### config.mk
export PLATFORM = sky130hd
export DESIGN_NAME = hazard_ctrl_flat
export DESIGN_NICKNAME = d
export VERILOG_FILES = /design/src/rtl/hazard_ctrl_if.sv /design/src/rtl/hazard_ctrl.sv /design/src/flat_wrapper.sv
export SDC_FILE = /design/constraint.sdc
export NUM_CORES = 1
export LEC_CHECK = 0
export CAP_MARGIN = 20
export CORE_MARGIN = 1
export CORE_UTILIZATION = 39
export DETAILED_ROUTE_END_ITERATION = 12
export PLACE_DENSITY = 0.75
export RECOVER_POWER = 50
export REMOVE_ABC_BUFFERS = 1
export SYNTH_ARGS = -nofsm -noshare
export SYNTH_HDL_FRONTEND = slang
export SYNTH_SLANG_ARGS = --single-unit
export TNS_END_PERCENT = 100
### constraint.sdc
create_clock -name clock -period 2.65 [get_ports clock]
set_input_delay 0.53 -clock clock [delete_from_list [all_inputs] [get_ports clock]]
set_output_delay 0.53 -clock clock [all_outputs]
set_load 0.02 [all_outputs]
### src/rtl/hazard_ctrl_if.sv
// Hazard controller bundle: the IF/ID instruction and branch
// resolution in, pipeline enables, flush/bubble controls and stall stats out.
interface hazard_ctrl_if #(
  parameter int CNT_W = 16
);
  logic [31:0]      IF_ID_IR;
  logic             branch_taken;
  logic             pc_write;
  logic             if_id_write;
  logic             if_id_flush;
  logic             id_ex_bubble;
  logic             stall;
  logic [CNT_W-1:0] stall_count;

  modport master (
    output IF_ID_IR,
    output branch_taken,
    input  pc_write,
    input  if_id_write,
    input  if_id_flush,
    input  id_ex_bubble,
    input  stall,
    input  stall_count
  );

  modport slave (
    input  IF_ID_IR,
    input  branch_taken,
    output pc_write,
    output if_id_write,
    output if_id_flush,
    output id_ex_bubble,
    output stall,
    output stall_count
  );
endinterface

### src/rtl/hazard_ctrl.sv
// Hazard/stall controller beside ID of a 5-stage MIPS pipe.
// Shadows dest regs of EX/MEM/WB and stalls or flushes the front end.
module hazard_ctrl #(
  parameter bit FWD       = 1'b1,
  parameter bit WB_BYPASS = 1'b1,
  parameter int CNT_W     = 16
) (
  input  logic        clock,
  input  logic        reset,
  hazard_ctrl_if.slave hz
);

  typedef struct packed {
    logic       v;
    logic [4:0] d;
    logic       ld;
  } sb_t;

  sb_t              r_ex;
  sb_t              r_mem;
  sb_t              r_wb;
  sb_t              w_dec;
  logic [CNT_W-1:0] r_cnt;

  logic [5:0] w_op;
  logic [4:0] w_rs;
  logic [4:0] w_rt;
  logic [4:0] w_rd;
  logic       w_nop;
  logic       w_is_r;
  logic       w_is_lw;
  logic       w_is_st;
  logic       w_use_rs;
  logic       w_use_rt;
  logic       w_hit_ex;
  logic       w_hit_mem;
  logic       w_hit_wb;
  logic       w_haz;
  logic       w_stall;

  assign w_op    = hz.IF_ID_IR[31:26];
  assign w_rs    = hz.IF_ID_IR[25:21];
  assign w_rt    = hz.IF_ID_IR[20:16];
  assign w_rd    = hz.IF_ID_IR[15:11];
  assign w_nop   = (hz.IF_ID_IR == 32'h0);
  assign w_is_r  = (w_op == 6'h00);
  assign w_is_lw = (w_op == 6'h23);
  assign w_is_st = (w_op == 6'h2B) || (w_op == 6'h04);

  always_comb begin
    w_dec    = '0;
    w_use_rs = !w_nop;
    w_use_rt = 1'b0;
    unique case (1'b1)
      w_is_r: begin
        w_use_rt = !w_nop;
        w_dec.d  = w_rd;
        w_dec.v  = !w_nop && (w_rd != 5'd0);
      end
      w_is_lw: begin
        w_dec.d  = w_rt;
        w_dec.ld = 1'b1;
        w_dec.v  = (w_rt != 5'd0);
      end
      w_is_st: begin
        w_use_rt = 1'b1;
      end
      default: ;
    endcase
  end

  function automatic logic hit(sb_t e, logic use_rs,
                               logic use_rt,
                               logic [4:0] rs,
                               logic [4:0] rt);
    return e.v && (e.d != 5'd0) &&
           ((use_rs && e.d == rs) ||
            (use_rt && e.d == rt));
  endfunction

  assign w_hit_ex  = hit(r_ex, w_use_rs, w_use_rt, w_rs, w_rt);
  assign w_hit_mem = hit(r_mem, w_use_rs, w_use_rt, w_rs, w_rt);
  assign w_hit_wb  = hit(r_wb, w_use_rs, w_use_rt, w_rs, w_rt);

  always_comb begin
    w_haz = 1'b0;
    if (FWD) begin
      w_haz = w_hit_ex && r_ex.ld;
    end else begin
      w_haz = w_hit_ex || w_hit_mem ||
              (!WB_BYPASS && w_hit_wb);
    end
  end

  // reset and branch both outrank the hazard
  always_comb begin
    hz.pc_write     = 1'b1;
    hz.if_id_write  = 1'b1;
    hz.if_id_flush  = 1'b0;
    hz.id_ex_bubble = 1'b0;
    w_stall         = 1'b0;
    if (reset) begin
      hz.pc_write     = 1'b0;
      hz.if_id_write  = 1'b0;
      hz.if_id_flush  = 1'b1;
      hz.id_ex_bubble = 1'b1;
    end else if (hz.branch_taken) begin
      hz.if_id_flush  = 1'b1;
      hz.id_ex_bubble = 1'b1;
    end else if (w_haz) begin
      w_stall         = 1'b1;
      hz.pc_write     = 1'b0;
      hz.if_id_write  = 1'b0;
      hz.id_ex_bubble = 1'b1;
    end
  end

  assign hz.stall       = w_stall;
  assign hz.stall_count = r_cnt;

  always_ff @(posedge clock) begin
    if (reset) begin
      r_ex  <= '0;
      r_mem <= '0;
      r_wb  <= '0;
      r_cnt <= '0;
    end else begin
      r_wb  <= r_mem;
      r_mem <= hz.branch_taken ? '0 : r_ex;
      r_ex  <= (w_stall || hz.branch_taken) ? '0 : w_dec;
      if (w_stall && (r_cnt != '1))
        r_cnt <= r_cnt + {{(CNT_W-1){1'b0}}, 1'b1};
    end
  end

endmodule

### src/flat_wrapper.sv
// flat-port wrapper written by rule: the top's interface ports become plain ports
module hazard_ctrl_flat 
#(
  parameter bit FWD       = 1'b1,
  parameter bit WB_BYPASS = 1'b1,
  parameter int CNT_W     = 16
)
  (clock, reset, hz_IF_ID_IR, hz_branch_taken, hz_pc_write, hz_if_id_write, hz_if_id_flush, hz_id_ex_bubble, hz_stall, hz_stall_count);
  hazard_ctrl_if #(.CNT_W(CNT_W)) hz_i ();
  input  logic clock;
  input  logic reset;
  input wire logic [$bits(hz_i.IF_ID_IR)-1:0] hz_IF_ID_IR;
  input wire logic [$bits(hz_i.branch_taken)-1:0] hz_branch_taken;
  output wire logic [$bits(hz_i.pc_write)-1:0] hz_pc_write;
  output wire logic [$bits(hz_i.if_id_write)-1:0] hz_if_id_write;
  output wire logic [$bits(hz_i.if_id_flush)-1:0] hz_if_id_flush;
  output wire logic [$bits(hz_i.id_ex_bubble)-1:0] hz_id_ex_bubble;
  output wire logic [$bits(hz_i.stall)-1:0] hz_stall;
  output wire logic [$bits(hz_i.stall_count)-1:0] hz_stall_count;
  assign hz_i.IF_ID_IR = hz_IF_ID_IR;
  assign hz_i.branch_taken = hz_branch_taken;
  assign hz_pc_write = hz_i.pc_write;
  assign hz_if_id_write = hz_i.if_id_write;
  assign hz_if_id_flush = hz_i.if_id_flush;
  assign hz_id_ex_bubble = hz_i.id_ex_bubble;
  assign hz_stall = hz_i.stall;
  assign hz_stall_count = hz_i.stall_count;
  hazard_ctrl #(.FWD(FWD), .WB_BYPASS(WB_BYPASS), .CNT_W(CNT_W)) u_core (.clock(clock), .reset(reset), .hz(hz_i));
endmodule
* After elaboration in Yosys (flattened, before gate mapping) *
Cells that the tools add are included.

storage, ports and cells
  output and inout bits = 21
  flip-flop bits (word level) = 23

cells by class
  equality and inequality tests = 6
  reductions and logical operators = 17
  add/subtract/negate cells = 1
  mux-type cells = 13

operators with widths
  operator                                       number
  zero test 32 bit                               1
  adder 16 x 1 -> 16 bit, second input constant  1
  inequality test 16 bit, second input constant  1
  nonzero test 5 bit                             3
  == test 6 bit, second input constant           2
  one-hot mux 6 bit (2 select lines)             1
  2-to-1 mux 1 bit                               11
  == test 5 bit                                  2
  logical AND 1 bit                              7
  == test 6 x 3 -> 1 bit, second input constant  1
  zero test 6 bit                                1
  logical OR 1 bit                               3
  one-hot mux 1 bit (2 select lines)             1
  OR reduction 2 bit                             1
  zero test 1 bit                                1

* Longest topological paths before layout *
Gate-level depths: netlist of run 1.

  word-level depth = 12
  mapped depth = 9

* Worst setup path before layout of run 1 *
OpenSTA, ideal clock, no wires.

  path kind = input to output
  from = in hz_IF_ID_IR[31]
  to = out hz_pc_write
  stages = 7
  arrival time = 2.397 ns
  setup slack = -0.277 ns
  data required time = 2.120 ns
  buffers on the path = 1
  path through = or4_4 > nor3_4 > a22oi_4 > o21ai_2 > nor2_1 > nor2_1 > buf_4

on the way
  cells in the longest elaborated chain, start to end = 10
  elaborated cells between the ends (all ways) = 15

RTL lines
  what                                                 RTL line                                                 source
  start: declaration                                   flat_wrapper.sv:12                                       input wire logic [$bits(hz_i.IF_ID_IR)-1:0] hz_IF_ID_IR;
  zero test 32 bit, or another cell as far along       hazard_ctrl.sv:45                                        assign w_nop = (hz.IF_ID_IR == 32'h0);
  zero test 1 bit or logical OR 1 bit (tied branches)  hazard_ctrl.sv:52, hazard_ctrl.sv:56, hazard_ctrl.sv:48
  one-hot mux 1 bit (2 select lines)                   hazard_ctrl.sv:54                                        unique case (1'b1)
  logical AND 1 bit                                    hazard_ctrl.sv:78                                        (use_rt && e.d == rt));
  logical OR 1 bit (*)                                 hazard_ctrl.sv:77                                        ((use_rs && e.d == rs) ||
  logical AND 1 bit (*)                                hazard_ctrl.sv:76                                        return e.v && (e.d != 5'd0) &&
  logical AND 1 bit (*)                                hazard_ctrl.sv:88                                        w_haz = w_hit_ex && r_ex.ld;
  2-to-1 mux 1 bit (*) (3 in series)                   --
  end: declaration                                     flat_wrapper.sv:14                                       output wire logic [$bits(hz_i.pc_write)-1:0] hz_pc_write;

Mark *: on every way between the ends. The rest lies on a longest branch, timed or not.

* Worst setup path after layout of run 1 *
  from = in hz_IF_ID_IR[18]
  to = reg u_core.r_ex[6] (netlist bit)

on the way
  cells in the longest elaborated chain, start to end = 12
  elaborated cells between the ends (all ways) = 17

RTL lines
  what                                 RTL line                                                 source
  zero test 32 bit                     hazard_ctrl.sv:45
  zero test 1 bit                      hazard_ctrl.sv:52, hazard_ctrl.sv:56, hazard_ctrl.sv:58
  one-hot mux 1 bit (2 select lines)   hazard_ctrl.sv:54
  logical AND 1 bit                    hazard_ctrl.sv:78
  logical OR 1 bit                     hazard_ctrl.sv:77
  logical AND 1 bit                    hazard_ctrl.sv:76
  logical AND 1 bit                    hazard_ctrl.sv:88
  2-to-1 mux 1 bit                     hazard_ctrl.sv:110                                       end else if (w_haz) begin
  2-to-1 mux 1 bit                     hazard_ctrl.sv:107                                       end else if (hz.branch_taken) begin
  2-to-1 mux 1 bit                     hazard_ctrl.sv:102                                       if (reset) begin
  logical OR 1 bit                     hazard_ctrl.sv:130                                       r_ex <= (w_stall || hz.branch_taken) ? '0 : w_dec;
  OR reduction 2 bit (no source line)  --
  end signal: assignment               hazard_ctrl.sv:130
  end: declaration                     hazard_ctrl.sv:19                                        sb_t r_ex;

Parallel ways exist; a longest one is shown, timed or not.
A chain may end at the register's enable or synchronous reset.

==> results.py, run 1 <==
metrics = {
    "clocking": {
        "cts_sinks": 23,
        "clk_latency_ns": 0.32,
        "root_buffer": "clkbuf_4",
        "cts_tree": "yes",
        "cts_buffer_depth": 2,
        "h-tree-depth": 1,
        "cts.reportedPaths.clkPinSlew_ns": 0.13,
        "holdBufCountCts": 0,
        "cts_buffers": 3,
    },
    "layout": {
        "drive_above_1_share_pct": 37.59,
        "mostFrequentLayoutCells": "buf_4, nor2_1, dfxtp_1",
        "layout.cells.non_filler": 336,
        "fin_nets": 327,
        "area_growth_pct": 78.60,
        "n_antenna_cell": 0,
        "final_common_cell": "buf_4",
    },
    "sta": {
        "finalSetupViolCount": 0,
        "finalHoldViolCount": 0,
        "finClkSkew_ns": 0.01284,
        "finalCritPeriodShare_pct": 99.59,
        "rsz0062_at_grt": "yes",
        "relSlewSlack_pct": 73.55,
        "slew_violations": 0,
        "tightest_slew_ns": 0.3925,
        "min_period_ns": 2.639,
        "max_clock_freq_mhz": 378.9,
    },
    "synth": {
        "ys.flop_type": "dfxtp_1",
        "ys_seq_area_share_pct": 32.68,
        "synthSimpleGateAreaFrac_pct": 35.70,
        "ys_seq_elements": 23,
        "synthAdderAreaFrac_pct": 0.8881,
        "synth-compound-area-share_pct": 15.90,
        "synth-xor-area-share_pct": 6.217,
        "syn_area_per_cell_um2": 8.097,
        "synth_edf_count": 0,
        "ys_warn_count": 0,
        "synth_area_um2": 1409,
        "yosysUniqueCellTypes": 42,
        "ys_async_sr_fraction_pct": 0,
        "synth.mux.area_fraction_pct": 4.796,
        "synth_top_family_by_area": "simple AND/OR/NAND/NOR gates",
        "syn_inst": 174,
    },
    "placement": {
        "gp_congestion": 0.8734,
        "dpl.cell_count": 303,
        "io_buffers": 55,
        "dpl.hpwl_um": 3094,
    },
    "setup_path": {
        "cp-end-kind": "register",
        "r2r_slack_ns": 0.34,
        "crit_arrival_ns": 2.85,
        "critPathMaxFanout": 2,
        "critPathLaunchType": "input pin",
        "critical_path_class": "in -> reg",
        "critical_path_required_ns": 2.86,
    },
    "floorplanning": {
        "die_h_um": 62.11,
        "start_util_pct": 41.57,
        "dieArea_um2": 3857,
        "dieWidth_um": 62.11,
        "num_rows": 21,
        "top_level_ports": 56,
        "coreArea_um2": 3390,
    },
    "grt": {
        "grt_pass1_vias": 1713,
        "grt_antenna_before_repair": 0,
        "grt_pass1_wl_um": 7638,
        "grt_max_degree": 22,
        "grtUsageTotal_pct": 24.39,
        "grt-ovfl-total": 0,
    },
    "hold_path": {
        "min_path_type": "reg -> reg",
    },
    "outcome": {
        "outcome": "finished, final reports clean",
    },
    "run": {
        "cap_violations": 0,
    },
    "route": {
        "initialDrtViolationCount": 56,
        "drtPass1Iterations": 4,
        "ant_nets": 0,
        "drc": 0,
        "vias": 1804,
        "vias_per_cell": 5.369,
        "wl_um": 4792,
        "wl_per_cell_um": 14.26,
    },
    "pwr": {
        "cellPowerDensity_nw_per_um2": 256.7,
        "ir_drop_mv": 0.1903,
        "power_w": 0.0006458,
        "power.leakage_nw": 1.041,
    },
}
## routing by layer
layer  global-route usage [%]  up-vias  share of wire (%)
li1                         -      880                  -
met1                    27.76      841                 40
met2                    45.47       74                 52
met3                    4.412        9                5.4
met4                    7.849        0                2.1
met5                        0        -                  0
## synth_stat cells, types with 2 or more instances
library cell	n	area, um^2
mux2_1	2	22.52
nand4b_1	2	17.52
xor2_1	8	70.07
nor2b_1	6	37.54
a22oi_1	6	45.04
or3_1	3	18.77
mux2_2	4	45.04
nor2_1	26	97.59
o21ai_0	3	15.01
clkbuf_1	2	7.510
xnor2_1	2	17.52
nor3_1	9	45.04
nand4_1	3	18.77
o41ai_1	2	17.52
or4b_1	2	20.02
and3_1	2	12.51
a21oi_1	8	40.04
or4_1	5	37.54
nor4_1	7	43.79
o2111ai_1	2	17.52
o31ai_1	3	22.52
nand2b_1	2	12.51
nand3_1	6	30.03
nand2_1	11	41.29
inv_1	9	33.78
dfxtp_1	23	460.4
## logic make-up (layout without fill, tap and decap cells)
| kind of cell | Yosys count | in the layout |
|---|---|---|
| fa+ha+maj | 1 | 1 |
| buf+inv | 13 | 129 |
| xor+xnor | 10 | 10 |
| compound gates | 30 | 30 |
| simple gates | 91 | 91 |
| flops | 23 | 23 |
| mux | 6 | 6 |
## where the power goes
| group | switching [W] | internal [W] |
|---|---|---|
| Sequential | 0.000000395 | 0.000346 |
| Combinational | 0.0000581 | 0.0000729 |
| Clock | 0.000112 | 0.0000564 |
| Total | 0.000170 | 0.000476 |
## worst paths after layout
kind | start | to | cells past startpoint
max reg2reg | u_core.hz.stall_count[0]$_SDFFE_PP0P_ | u_core.hz.stall_count[7]$_SDFFE_PP0P_ | 7
max | hz_IF_ID_IR[18] | u_core.r_ex[6]$_SDFF_PP0_ | 18
min reg2reg | u_core.hz.stall_count[5]$_SDFFE_PP0P_ | u_core.hz.stall_count[5]$_SDFFE_PP0P_ | 2
min | u_core.hz.stall_count[5]$_SDFFE_PP0P_ | u_core.hz.stall_count[5]$_SDFFE_PP0P_ | 2
## flip-flops by register name, summed over array words and instances, names as in the netlist
name                   cells
u_core.hz.stall_count     16
u_core.r_ex                7
## area by class of cell
type                    count  area, um^2
multi-input cells         138       985.9
repair buffers            116       950.9
fillers                   254       873.3
flip-flops and latches     23       460.4
well taps                  46       57.56
inverters                   9       33.78
clock buffers               3       22.52
clock inverters             1       5.005
## worst max-delay path: stages
cell,delay (ns)
dlygate4sd2_1,0.26
nor3_2,0.17
nand2_1,0.11
buf_4,0.15
buf_4,0.12
buf_4,0.12
buf_4,0.12
buf_4,0.12
buf_4,0.12
buf_4,0.13
buf_4,0.12
buf_4,0.12
buf_4,0.12
buf_4,0.12
buf_4,0.12
buf_4,0.12
a22oi_2,0.10
nor2_1,0.07
## through the flow
step                setup TNS, ns  cell area, um^2  setup slack [ns]  hold slack (ns)  util (%)
global route              -0.1915             2516          -0.07708           0.5552     74.23
finish                          0             2516           0.01083           0.5084     74.23
CTS                      -0.09598             2457          -0.04615           0.5115     72.50
detailed placement         -9.122             2237           -0.8433           0.4839     66.00
floorplan                 -0.5740             1389           -0.2700           0.5507         -
global placement           -8.171             2237           -0.8125           0.4860     66.00
## timing repair
item                                    in CTS  in global routing
pin swaps                                   17                 21
resized for setup                           67                 47
endpoints found under the setup margin      14                  7
setup buffers                               26                  3
Power figures use the tool's default switching activity.
==> run 2: changes to the inputs <==
--- a/config.mk
+++ b/config.mk
@@ -5,12 +5,12 @@
 export SDC_FILE = /design/constraint.sdc
 export NUM_CORES = 1
 export LEC_CHECK = 0
+export ABC_CLOCK_PERIOD_IN_PS = 2650
 export CAP_MARGIN = 20
 export CORE_MARGIN = 1
 export CORE_UTILIZATION = 39
 export DETAILED_ROUTE_END_ITERATION = 12
 export PLACE_DENSITY = 0.75
-export RECOVER_POWER = 50
 export REMOVE_ABC_BUFFERS = 1
 export SYNTH_ARGS = -nofsm -noshare
 export SYNTH_HDL_FRONTEND = slang
==> run 2 against run 1 <==
  * Die area is the same
  * Setup slack hardly changed
  * Highest routed layer unchanged
  * Fmax unchanged
  * Clock power about the same
  * Non-clock buffer count unchanged
  * Power is essentially flat
  * Clock skew is essentially flat
  * Wire length up 0.25%
==> results.py, run 2 (synthesis gave the netlist of run 1 again) <==
metrics = {
    "route": {
        "drtPass1Iterations": 4,
        "vias_per_cell": 5.378,
        "wl_per_cell_um": 14.30,
        "drc": 0,
        "ant_nets": 0,
        "initialDrtViolationCount": 56,
        "vias": 1807,
        "wl_um": 4804,
    },
    "sta": {
        "tightest_slew_ns": 0.3925,
        "rsz0062_at_grt": "yes",
        "fin_setup_tns_ns": 0,
        "min_period_ns": 2.639,
        "finalSetupViolCount": 0,
        "max_clock_freq_mhz": 378.9,
        "slew_violations": 0,
        "relSlewSlack_pct": 73.55,
        "fin_ws_ns": 0.01083,
        "finalCritPeriodShare_pct": 99.59,
        "finalHoldViolCount": 0,
        "finClkSkew_ns": 0.01281,
    },
    "layout": {
        "largest_reg_flops": 16,
        "n_antenna_cell": 0,
        "regArea_um2": 460.4,
        "mostFrequentLayoutCells": "buf_4, nor2_1, dfxtp_1",
        "fin_nets": 327,
        "drive_above_1_share_pct": 37.59,
        "fillers": 254,
        "layout.cells.non_filler": 336,
        "multi_input_area_um2": 985.9,
        "final_common_cell": "buf_4",
        "area_growth_pct": 78.60,
        "design_area_um2": 2516,
    },
    "setup_path": {
        "critical_path_required_ns": 2.86,
        "critPathMaxFanout": 2,
        "timing.rr.start": "u_core.hz.stall_count[0]$_SDFFE_PP0P_",
        "crit_start": "hz_IF_ID_IR[18]",
        "critical_path_class": "in -> reg",
        "critPathLaunchType": "input pin",
        "cp-end-kind": "register",
        "crit_arrival_ns": 2.85,
    },
    "clocking": {
        "cts_sinks": 23,
        "cts_buffer_depth": 2,
        "clk_latency_ns": 0.32,
        "root_buffer": "clkbuf_4",
        "cts_tree": "yes",
        "cts_buffers": 3,
        "cts.reportedPaths.clkPinSlew_ns": 0.13,
        "h-tree-depth": 1,
    },
    "pwr": {
        "power.leakage_nw": 1.037,
        "sw_frac_of_total_pct": 26.37,
        "ir_drop_mv": 0.1902,
        "p_clk_share_pct": 26.0,
        "netSwitchingPower_w": 0.0001703,
        "cellPowerDensity_nw_per_um2": 256.7,
        "seqPwrFrac_pct": 53.7,
        "power_w": 0.0006458,
        "p_comb_share_pct": 20.3,
        "p_int_w": 0.0004755,
    },
    "floorplanning": {
        "die_h_um": 62.11,
        "start_util_pct": 41.57,
        "coreArea_um2": 3390,
        "top_level_ports": 56,
        "dieWidth_um": 62.11,
        "num_rows": 21,
        "dieArea_um2": 3857,
    },
    "placement": {
        "dpl.cell_count": 303,
        "place_ws_ns": -0.8433,
        "dpl.hpwl_um": 3094,
        "io_buffers": 55,
        "gp_congestion": 0.8734,
        "placed_area_um2": 2237,
    },
    "grt": {
        "grt-ovfl-total": 0,
        "grt_max_degree": 22,
        "grt_antenna_before_repair": 0,
        "grtUsageTotal_pct": 24.39,
        "grt_pass1_wl_um": 7638,
        "grt_pass1_vias": 1713,
    },
    "outcome": {
        "outcome": "finished, final reports clean",
    },
    "run": {
        "cap_violations": 0,
    },
    "hold_path": {
        "min_path_type": "reg -> reg",
        "min_from": "u_core.hz.stall_count[5]$_SDFFE_PP0P_",
    },
}
run 2: final timing paths:
check,endpoint,slack [ns],depth (start not counted)
max,u_core.r_ex[6]$_SDFF_PP0_,0.01,18
min,u_core.hz.stall_count[5]$_SDFFE_PP0P_,0.51,2
max reg2reg,u_core.hz.stall_count[7]$_SDFFE_PP0P_,0.33,7
min reg2reg,u_core.hz.stall_count[5]$_SDFFE_PP0P_,0.51,2
run 2: repair_timing:
action,in CTS,in global routing
endpoints found under the setup margin,14,7
setup buffers,26,3
hold endpoints to repair,0,0
pin swaps,17,21
hold buffers,0,0
gates resized for setup,67,47
run 2: layer usage:
metal	track usage (%)	vias up	wire, um
met5	0	-	0
met4	7.849	0	106
met3	4.412	11	257
met2	45.47	74	2518
met1	27.76	842	1922
li1	-	880	-
run 2: worst max-delay path: stages:
cell	delay, ns
dlygate4sd2_1	0.26
nor3_2	0.17
nand2_1	0.11
buf_4	0.15
buf_4	0.12
buf_4	0.12
buf_4	0.12
buf_4	0.12
buf_4	0.12
buf_4	0.13
buf_4	0.12
buf_4	0.12
buf_4	0.12
buf_4	0.12
buf_4	0.12
buf_4	0.12
a22oi_2	0.10
nor2_1	0.07
run 2: area by class of cell:
| type | count | share of cell area [%] |
|---|---|---|
| Clock buffer | 3 | 0.8951 |
| Sequential cell | 23 | 18.30 |
| Inverter | 9 | 1.343 |
| Tap cell | 46 | 2.287 |
| Timing Repair Buffer | 116 | 37.79 |
| Clock inverter | 1 | 0.1989 |
| Multi-Input combinational cell | 138 | 39.18 |
run 2: power groups by stage:
stage	Combinational, W	Clock, W	Sequential [W]
2_1_floorplan	0.0000257	0	0.000354
3_3_place_gp	0.000119	0	0.000354
3_5_place_dp	0.000121	0	0.000354
4_1_cts	0.000119	0.000176	0.000347
5_1_grt	0.000140	0.000193	0.000347
6_report	0.000131	0.000168	0.000347
run 2: stage by stage:
stage,hold WS (ns),utilization [%]
floorplan,0.5507,-
global placement,0.4860,66.00
detailed placement,0.4839,66.00
CTS,0.5115,72.50
global route,0.5552,74.23
finish,0.5084,74.23
==> run 3: changes to the inputs <==
--- a/config.mk
+++ b/config.mk
@@ -7,6 +7,7 @@
 export LEC_CHECK = 0
 export ABC_CLOCK_PERIOD_IN_PS = 2650
 export CAP_MARGIN = 20
+export CORE_ASPECT_RATIO = 0.75
 export CORE_MARGIN = 1
 export CORE_UTILIZATION = 39
 export DETAILED_ROUTE_END_ITERATION = 12
==> run 3 against run 2 <==
  * The flow now finishes with violations (design-rule violations, negative setup slack)
  * Register-to-register slack about the same
  * Clock skew down 0.010 ns
  * Highest routed layer unchanged
  * Largest cell class unchanged
  * Global-route usage down 1.3 points
  * Core utilization down 4.5 points
  * Via count down 7.1%
  * Cell count down 8.0%
  * Combinational power down 14%
  * Critical path depth down 9
  * Setup slack worse by 0.096 ns
  * Count of clock-buffer cells in the layout unchanged
==> results.py, run 3 (synthesis gave the netlist of run 1 again) <==
metrics = {
    "placement": {
        "dpl.hpwl_um": 3184,
        "io_buffers": 55,
        "gp_congestion": 0.8331,
    },
    "floorplanning": {
        "dieArea_um2": 3859,
        "num_rows": 18,
        "top_level_ports": 56,
        "die_h_um": 54.05,
        "start_util_pct": 41.70,
        "dieWidth_um": 71.40,
        "coreArea_um2": 3378,
    },
    "clocking": {
        "cts_sinks": 23,
        "h-tree-depth": 1,
        "cts_buffer_depth": 2,
        "clk_latency_ns": 0.27,
        "root_buffer": "clkbuf_8",
        "cts_tree": "yes",
        "cts_buffers": 3,
        "cts.reportedPaths.clkPinSlew_ns": 0.08,
    },
    "sta": {
        "min_period_ns": 2.735,
        "finClkSkew_ns": 0.002459,
        "finalHoldViolCount": 0,
        "tightest_slew_ns": 0.4758,
        "fin_setup_tns_ns": -0.2827,
        "rsz0062_at_grt": "yes",
        "slew_violations": 0,
        "finalSetupViolCount": 4,
        "finalCritPeriodShare_pct": 103.2,
        "relSlewSlack_pct": 67.94,
        "fin_ws_ns": -0.08493,
        "max_clock_freq_mhz": 365.6,
    },
    "setup_path": {
        "cp-end-kind": "output port",
        "path_delay_family": "simple AND/OR/NAND/NOR gates",
        "critPathLaunchType": "input pin",
        "cpMostUsedCell": "nor2_1",
        "critPathBufInv": 2,
        "critical_path_required_ns": 2.12,
        "r2r_cells": 7,
        "slowest_delay_ns": 0.48,
        "cp.depth": 9,
        "cp_cell_sequence": "clkdlybuf4s50_1 > nand4b_1 > o22ai_1 > nand3_1 > nor2_2 > o21ai_4 > nor2_1 > nor2_1 > buf_4",
        "worst_path_max_delay_cell": "clkdlybuf4s50_1",
        "critPathMaxFanout": 4,
        "crit_arrival_ns": 2.20,
        "critical_path_class": "in -> out",
    },
    "grt": {
        "grt-ovfl-total": 0,
        "grt_pass1_vias": 1492,
        "grtUsageTotal_pct": 23.12,
        "grt_max_degree": 22,
        "grt_antenna_before_repair": 0,
        "grt_pass1_wl_um": 6789,
    },
    "route": {
        "drc": 4,
        "drtPass1Iterations": 8,
        "initialDrtViolationCount": 148,
        "wl_um": 4397,
        "vias_per_cell": 5.430,
        "ant_nets": 0,
        "vias": 1678,
        "wl_per_cell_um": 14.23,
    },
    "layout": {
        "area_growth_pct": 67.23,
        "drive_above_1_share_pct": 30.11,
        "fin_nets": 306,
        "mostFrequentLayoutCells": "buf_4, nor2_1, dfxtp_1",
        "n_antenna_cell": 0,
        "final_common_cell": "buf_4",
        "largest_reg_flops": 16,
    },
    "hold_path": {
        "min_path_type": "reg -> reg",
        "hold_path_depth": 2,
    },
    "run": {
        "cap_violations": 0,
    },
    "pwr": {
        "ir_drop_mv": 0.2409,
        "p_comb_share_pct": 16.5,
        "power.leakage_nw": 0.9380,
        "p_int_w": 0.0005157,
        "netSwitchingPower_w": 0.0001693,
        "sw_frac_of_total_pct": 24.72,
        "cellPowerDensity_nw_per_um2": 290.8,
        "p_clk_share_pct": 33.0,
        "power_w": 0.0006850,
        "seqPwrFrac_pct": 50.5,
    },
    "outcome": {
        "violations": "design-rule violations, negative setup slack",
        "outcome": "finished with violations",
    },
}
run 3: path summary, 6_finish.rpt:
kind / from / end / slack, ns
worst max-delay path: hz_IF_ID_IR[28] / hz_if_id_write / -0.08
worst min register to register: u_core.hz.stall_count[5]$_SDFFE_PP0P_ / u_core.hz.stall_count[5]$_SDFFE_PP0P_ / 0.50
worst max register to register: u_core.hz.stall_count[0]$_SDFFE_PP0P_ / u_core.hz.stall_count[7]$_SDFFE_PP0P_ / 0.33
worst min-delay path: u_core.hz.stall_count[5]$_SDFFE_PP0P_ / u_core.hz.stall_count[5]$_SDFFE_PP0P_ / 0.50
run 3: power by group through the flow:
stage	Clock [W]	Sequential, W	Combinational [W]
5_1_grt	0.000241	0.000346	0.000122
2_1_floorplan	0	0.000354	0.0000257
4_1_cts	0.000230	0.000346	0.000111
6_report	0.000226	0.000346	0.000113
3_3_place_gp	0	0.000354	0.000115
3_5_place_dp	0	0.000354	0.000117
run 3: worst register-to-register path: stages (launching register included):
cell and delay, ns:
dfxtp_1 0.36, ha_1 0.20, inv_1 0.14, nor4_1 0.10, and3_1 0.28, or4_1 0.57, or4_1 0.43, a21oi_1 0.18
run 3: timing repair:
item,in CTS,in global routing
resized for setup,69,28
pin swaps,20,18
buffers inserted,14,1
endpoints found under the setup margin,18,7
hold buffers,0,0
run 3: routing by layer:
metal,vias to the layer above,routed length (um),track usage (%)
li1,837,-,-
met1,791,2086,31.86
met2,46,2035,37.62
met3,4,239,4.682
met4,0,36,5.333
met5,-,0,0
run 3: through the flow:
step | setup WS, ns | cell area [um^2] | hold slack, ns | utilization (%) | cells
final | -0.08493 | 2356 | 0.5018 | 69.74 | 309
after global routing | -0.1614 | 2356 | 0.5328 | 69.74 | 309
after CTS | -0.08631 | 2338 | 0.5019 | 69.22 | 308
after detailed placement | -0.8524 | 2177 | 0.4842 | 64.44 | 290
after global placement | -0.7460 | 2177 | 0.4831 | 64.44 | 290
after floorplan | -0.2700 | 1389 | 0.5507 | - | 170
run 3: final cells by class:
class	instances	area, um^2
Inverter	9	33.78
Tap cell	40	50.05
Multi-Input combinational cell	138	957.2
Clock buffer	3	41.29
Sequential cell	23	460.4
Fill cell	271	1022
Clock inverter	1	7.507
Timing Repair Buffer	95	805.8
